`config.mk`:
```
export PLATFORM = sky130hd
export DESIGN_NAME = uart_rx
export DESIGN_NICKNAME = d
export VERILOG_FILES = /design/src/rtl/uart_pkg.sv /design/src/rtl/uart_rx_bittm.sv /design/src/rtl/uart_rx.sv
export SDC_FILE = /design/constraint.sdc
export NUM_CORES = 1
export LEC_CHECK = 0
export CAP_MARGIN = 40
export CORE_ASPECT_RATIO = 1.4
export CORE_MARGIN = 3
export CORE_UTILIZATION = 40
export DETAILED_ROUTE_END_ITERATION = 6
export SYNTH_ARGS = -nofsm -noshare
export SYNTH_HDL_FRONTEND = slang
export SYNTH_HIERARCHICAL = 1
export SYNTH_SLANG_ARGS = --single-unit
export TNS_END_PERCENT = 20
```
`constraint.sdc`:
```
create_clock -name clk -period 5.5 [get_ports clk]
set_clock_uncertainty 0.2 [all_clocks]
set_input_delay 1.1 -clock clk [delete_from_list [all_inputs] [get_ports clk]]
set_output_delay 1.1 -clock clk [all_outputs]
set_load 0.05 [all_outputs]
```
`src/rtl/uart_pkg.sv`:
```
// Shared UART definitions: state encoding, default bit timing and frame constants
// used by both the receive and transmit paths of the monitor UART.
package uart_pkg;

    localparam int BIT_CNT_DEF  = 227;
    localparam int HALF_CNT_DEF = BIT_CNT_DEF / 2;

    localparam int DATA_BITS = 8;
    localparam int STOP_BITS = 1;

    localparam logic [2:0] ST_IDLE      = 3'd0;
    localparam logic [2:0] ST_START     = 3'd1;
    localparam logic [2:0] ST_DATA      = 3'd2;
    localparam logic [2:0] ST_STOP      = 3'd3;
    localparam logic [2:0] ST_WAIT_HIGH = 3'd4;

    typedef enum logic [2:0] {
        RX_IDLE      = ST_IDLE,
        RX_START     = ST_START,
        RX_DATA      = ST_DATA,
        RX_STOP      = ST_STOP,
        RX_WAIT_HIGH = ST_WAIT_HIGH
    } rx_state_e;

endpackage

```
`src/rtl/uart_rx_bittm.sv`:
```
// Bit-period timer: free-running 8-bit counter that ticks and wraps when it
// reaches the terminal value, or restarts from zero when cleared.
module uart_rx_bittm (
    input  logic       clk,
    input  logic       rst,
    input  logic       clr_i,
    input  logic [7:0] term_i,
    output logic       tick_o
);

    logic [7:0] cnt_q;
    logic [7:0] cnt_d;

    assign tick_o = (cnt_q == term_i);

    always_comb begin
        cnt_d = cnt_q + 8'd1;
        if (clr_i || tick_o) begin
            cnt_d = 8'd0;
        end
    end

    // NOTE: sequential state uses non-blocking assignments only, so every
    // flop samples the pre-edge value of its inputs regardless of block order.
    always_ff @(posedge clk or posedge rst) begin
        if (rst) begin
            cnt_q <= 8'd0;
        end else begin
            cnt_q <= cnt_d;
        end
    end

endmodule

```
`src/rtl/uart_rx.sv`:
```
// 8N1 UART receiver: synchronizes the pin, samples each bit at mid-period and
// hands the byte to the consumer through a valid/acknowledge handshake.
module uart_rx
    import uart_pkg::*;
#(
    parameter int BIT_CNT  = BIT_CNT_DEF,
    parameter int HALF_CNT = BIT_CNT / 2
) (
    input  logic       clk,
    input  logic       rst,
    input  logic       uart_rxd,
    output logic [7:0] rx_data,
    output logic       rx_vld,
    input  logic       rx_ack,
    output logic       rx_ferr,
    output logic       rx_ovr,
    output logic       rx_busy
);

    localparam logic [7:0] BIT_TERM  = 8'(BIT_CNT - 1);
    localparam logic [7:0] HALF_TERM = 8'(HALF_CNT - 1);
    localparam logic [2:0] LAST_BIT  = 3'(DATA_BITS - 1);

    rx_state_e  state_q, state_d;
    logic       rxd_meta_q, rxd_s_q;
    logic [7:0] shift_q, shift_d;
    logic [2:0] bit_idx_q, bit_idx_d;
    logic [7:0] rx_data_q, rx_data_d;
    logic       rx_vld_q, rx_vld_d;
    logic       rx_ferr_q, rx_ferr_d;
    logic       rx_ovr_q, rx_ovr_d;

    logic       tm_clr;
    logic [7:0] tm_term;
    logic       tm_tick;

    // The timer restarts on every state change and idles at zero while waiting for the line.
    assign tm_clr  = (state_d != state_q) || (state_q == RX_IDLE) || (state_q == RX_WAIT_HIGH);
    assign tm_term = (state_q == RX_START) ? HALF_TERM : BIT_TERM;

    uart_rx_bittm u_bittm (
        .clk    (clk),
        .rst    (rst),
        .clr_i  (tm_clr),
        .term_i (tm_term),
        .tick_o (tm_tick)
    );

    // NOTE: every variable gets a default before the case statement, so no
    // path leaves it unassigned and no latch is inferred.
    always_comb begin
        state_d   = state_q;
        shift_d   = shift_q;
        bit_idx_d = bit_idx_q;
        rx_data_d = rx_data_q;
        rx_vld_d  = rx_vld_q;
        rx_ferr_d = 1'b0;
        rx_ovr_d  = 1'b0;

        if (rx_ack && rx_vld_q) begin
            rx_vld_d = 1'b0;
        end

        case (state_q)
            RX_IDLE: begin
                if (!rxd_s_q) begin
                    state_d = RX_START;
                end
            end
            RX_START: begin
                if (tm_tick) begin
                    if (rxd_s_q) begin
                        state_d = RX_IDLE;
                    end else begin
                        state_d   = RX_DATA;
                        bit_idx_d = 3'd0;
                    end
                end
            end
            RX_DATA: begin
                if (tm_tick) begin
                    shift_d   = {rxd_s_q, shift_q[7:1]};
                    bit_idx_d = bit_idx_q + 3'd1;
                    if (bit_idx_q == LAST_BIT) begin
                        state_d = RX_STOP;
                    end
                end
            end
            RX_STOP: begin
                if (tm_tick) begin
                    if (rxd_s_q) begin
                        state_d = RX_IDLE;
                        // A same-cycle ack frees the holding register for the new byte.
                        if (!rx_vld_q || rx_ack) begin
                            rx_data_d = shift_q;
                            rx_vld_d  = 1'b1;
                        end else begin
                            rx_ovr_d = 1'b1;
                        end
                    end else begin
                        rx_ferr_d = 1'b1;
                        state_d   = RX_WAIT_HIGH;
                    end
                end
            end
            RX_WAIT_HIGH: begin
                if (rxd_s_q) begin
                    state_d = RX_IDLE;
                end
            end
            default: begin
                state_d = RX_IDLE;
            end
        endcase
    end

    always_ff @(posedge clk or posedge rst) begin
        if (rst) begin
            state_q    <= RX_IDLE;
            rxd_meta_q <= 1'b1;
            rxd_s_q    <= 1'b1;
            shift_q    <= 8'h00;
            bit_idx_q  <= 3'd0;
            rx_data_q  <= 8'h00;
            rx_vld_q   <= 1'b0;
            rx_ferr_q  <= 1'b0;
            rx_ovr_q   <= 1'b0;
        end else begin
            state_q    <= state_d;
            rxd_meta_q <= uart_rxd;
            rxd_s_q    <= rxd_meta_q;
            shift_q    <= shift_d;
            bit_idx_q  <= bit_idx_d;
            rx_data_q  <= rx_data_d;
            rx_vld_q   <= rx_vld_d;
            rx_ferr_q  <= rx_ferr_d;
            rx_ovr_q   <= rx_ovr_d;
        end
    end

    assign rx_data = rx_data_q;
    assign rx_vld  = rx_vld_q;
    assign rx_ferr = rx_ferr_q;
    assign rx_ovr  = rx_ovr_q;
    assign rx_busy = (state_q != RX_IDLE);

endmodule

```
==> reports/summary.log <==
[worst_setup_path] CP Data Required Time 4.20 ns
[clocking] number of hold buffers added after cts 0
[synthesis] area fraction of the dominant cell type after synthesis 48.2%
[synthesis] top flip-flop cell by instance count after synthesis sky130_fd_sc_hd__dfrtp_1
[floorplanning] core box area 0.00402 mm2
[global_route] first-pass GRT wire length 5560 um
[outcome] run status complete, no violations
[synthesis] cell types with the largest area share after synthesis sky130_fd_sc_hd__dfrtp_1, sky130_fd_sc_hd__mux2_4, sky130_fd_sc_hd__mux2_2, sky130_fd_sc_hd__xor2_1, sky130_fd_sc_hd__dfstp_2
[synthesis] Yosys cell types 37
[clocking] postcts setup bufs 0
[route] number of vias in the routed layout 1,028
[final_layout] signed area change from the synthesized netlist to the final layout 17.4%
[worst_setup_path] type of destination of the critical path output port
[sta] setup TNS 0 ns
[placement] post-detail-place hpwl 2180 um
[sta] Final Hold Viols 0
[route] number of nets still failing antenna checks after routing 0
[synthesis] mean instance size in the synthesized netlist 12.8 um2
[clocking] level count of the clock H-tree 2
[job] max-capacitance violation count 0
[worst_setup_path] signal arrival time at the worst endpoint 2.13 ns
[synthesis] post-synthesis instance total 134
[clocking] Max Root-Sink Buffers 2
[route] number of DRC violations after detailed-routing iteration 0 39
[global_route] Congestion Overflow GR 0
[clocking] number of cells upsized or downsized after cts 0
[synthesis] most numerous cell types in the synthesized netlist sky130_fd_sc_hd__dfrtp_1, sky130_fd_sc_hd__xor2_1, sky130_fd_sc_hd__mux2_4, sky130_fd_sc_hd__nand2_1, sky130_fd_sc_hd__mux2_2
[global_route] number of antenna violations at the first check in global routing 0
[sta] count of final max-slew check failures 0
[route] routed len/inst 15.3 um
[clocking] clock-pin slew reported for the worst setup and hold paths after clock tree synthesis 0.08 ns
[route] wire length reported by the detailed router 3010 um
[worst_setup_path] element type at the critical path start flip-flop
[final_layout] diode insertion count for antenna repair 0
[synthesis] fraction of the yosys area taken by sequential cells 51.3%
[placement] I/O Buffers 15
[global_route] total global routing track utilization 14.4%
[sta] period utilisation layout 62.4%
[clocking] clock tree root buffer cell sky130_fd_sc_hd__clkbuf_8
[pwr] total power density per cell area 385 mW/mm2
[clocking] Num Clock Sinks 35
[global_route] pin count of the biggest net entering global routing 23
[floorplanning] chip width 61.3 um
[route] Via-to-Cell Ratio 5.22
[synthesis] FF+latch count, synth 35
[synthesis] number of enable flip-flop cells after synthesis 0
[floorplanning] num rows 27
[synthesis] Async SR Flop Fraction 100%
[floorplanning] initial cell density of the core 42.6%
[clocking] Num CTS Buffers 5
[synthesis] Ys Warns 6
[floorplanning] height of the chip 83.4 um
[final_layout] final layout net count 160
[floorplanning] Die ar. 0.00511 mm2
[sta] worst slew margin relative to its limit 62.9%
[placement] cell total after placement 189
[synthesis] total standard cell area after synthesis 0.00171 mm2
[final_layout] number of standard cells in the final layout excluding fillers 197
[sta] RSZ-0062 raised after global routing no
[synthesis] largest area contributor in the netlist sky130_fd_sc_hd__dfrtp_1
[sta] endpoints failing setup 0
[sta] actual slew at the worst max-slew pin 0.556 ns
[final_layout] fraction of layout instances using a drive strength above 1 22.1%
[placement] final weighted congestion in routability-driven placement 0.790
[sta] time the final worst path needs with I/O delays and setup 3.43 ns
[clocking] later-pin clock latency in the skew report 0.28 ns
[synthesis] top-count cell post-synth sky130_fd_sc_hd__dfrtp_1
[min_path] path class of the lowest-slack min-delay path flip-flop to flip-flop
[worst_setup_path] largest fanout on the critical path 16
[pwr] Worst VDD drop 0.166 mV
[global_route] number of global-route vias before repair 1,145
[pwr] static power due to leakage 0.905 nW
[clocking] clock tree from TritonCTS yes
[worst_setup_path] Crit Path Class flip-flop to output port
[route] remaining routing DRC violations 0
[floorplanning] number of top-level pins 16
[sta] max frequency 291 MHz
[route] drt first pass iters 4
stage by stage:
stage	hold WS, ns	instance area, um2	utilization, %	setup slack (ns)	power (mW)
after floorplan	0.145	1720	-	2.57	0.497
after global routing	0.168	2010	50.0	1.78	0.829
after global placement	0.146	1860	46.3	2.22	0.521
after detailed placement	0.147	1890	47.0	2.10	0.534
after CTS	0.159	2010	50.0	2.05	0.787
final	0.157	2010	50.0	2.07	0.774
area by class of cell:
cell class,count,area [um2]
clock buffer,6,82.6
multi-input combinational,91,763
tap,43,53.8
inverter,4,15.0
timing repair buffer,16,178
fill,353,2010
sequential,35,878
clock inverter,2,38.8
sequential cells by signal, indices dropped and copies added, names as in the netlist:
| signal | count |
|---|---|
| bit_idx_q | 3 |
| rx_data | 8 |
| rx_ferr | 1 |
| rx_ovr | 1 |
| rx_vld | 1 |
| rxd_meta_q | 1 |
| rxd_s_q | 1 |
| shift_q | 8 |
| state_q | 3 |
| u_bittm/cnt_q | 8 |
power breakdown:
part           switching [mW]  internal [mW]
Combinational           0.104         0.0770
Sequential             0.0563          0.292
Clock                  0.0957          0.149
Total                   0.256          0.518
layer usage:
| layer | vias to the layer above | GRT usage, % | part of all wire, % |
|---|---|---|---|
| met1 | 501 | 17.9 | 43 |
| met3 | 4 | 4.82 | 3.5 |
| li1 | 503 | - | - |
| met5 | - | 0 | 0 |
| met2 | 20 | 22.3 | 53 |
| met4 | 0 | 5.72 | 1.2 |
layout by cell type (no fill, tap or decap), types with 2 or more instances in the layout:
master,count
sky130_fd_sc_hd__a211oi_1,6
sky130_fd_sc_hd__a221oi_1,3
sky130_fd_sc_hd__clkbuf_8,6
sky130_fd_sc_hd__clkdlybuf4s50_1,15
sky130_fd_sc_hd__conb_1,5
sky130_fd_sc_hd__dfrtp_1,33
sky130_fd_sc_hd__dfstp_2,2
sky130_fd_sc_hd__ha_1,3
sky130_fd_sc_hd__inv_1,4
sky130_fd_sc_hd__mux2_2,8
sky130_fd_sc_hd__mux2_4,9
sky130_fd_sc_hd__mux2i_1,2
sky130_fd_sc_hd__nand2_1,9
sky130_fd_sc_hd__nand3_1,3
sky130_fd_sc_hd__nor2_1,7
sky130_fd_sc_hd__nor4_4,2
sky130_fd_sc_hd__o21ai_0,5
sky130_fd_sc_hd__or3_1,3
sky130_fd_sc_hd__xnor2_1,2
sky130_fd_sc_hd__xor2_1,10
final timing paths:
path                                      start                      to  slack, ns  cells after the start
max                        state_q[0]$_DFF_PP0_                 rx_busy       2.07                      2
max in group asynchronous                   rst    rxd_meta_q$_DFF_PP1_       3.72                      3
min                        rxd_meta_q$_DFF_PP1_       rxd_s_q$_DFF_PP1_       0.16                      0
min reg2reg                rxd_meta_q$_DFF_PP1_       rxd_s_q$_DFF_PP1_       0.16                      0
min in group asynchronous                   rst  rx_data[5]$_DFFE_PP0P_       0.90                      2
max reg2reg                state_q[0]$_DFF_PP0_  shift_q[0]$_DFFE_PP0P_       2.08                      7
logic make-up (layout without fill, tap and decap cells):
kind of cell,count (synthesis),count (layout),share of synthesized area [%]
other cells,2,5,0.439
buf+inv,11,28,4.75
fa+ha+maj,3,3,2.19
mux,19,19,14.3
flops,35,35,51.3
simple gates,34,34,13.6
compound gates,18,18,7.24
xor+xnor,12,12,6.14
critical path, cell delays in order (launching register included):
cell and delay (ns):
sky130_fd_sc_hd__dfrtp_1 0.59, sky130_fd_sc_hd__or3_2 0.55, sky130_fd_sc_hd__clkdlybuf4s50_1 0.71
Power figures use the tool's default switching activity.
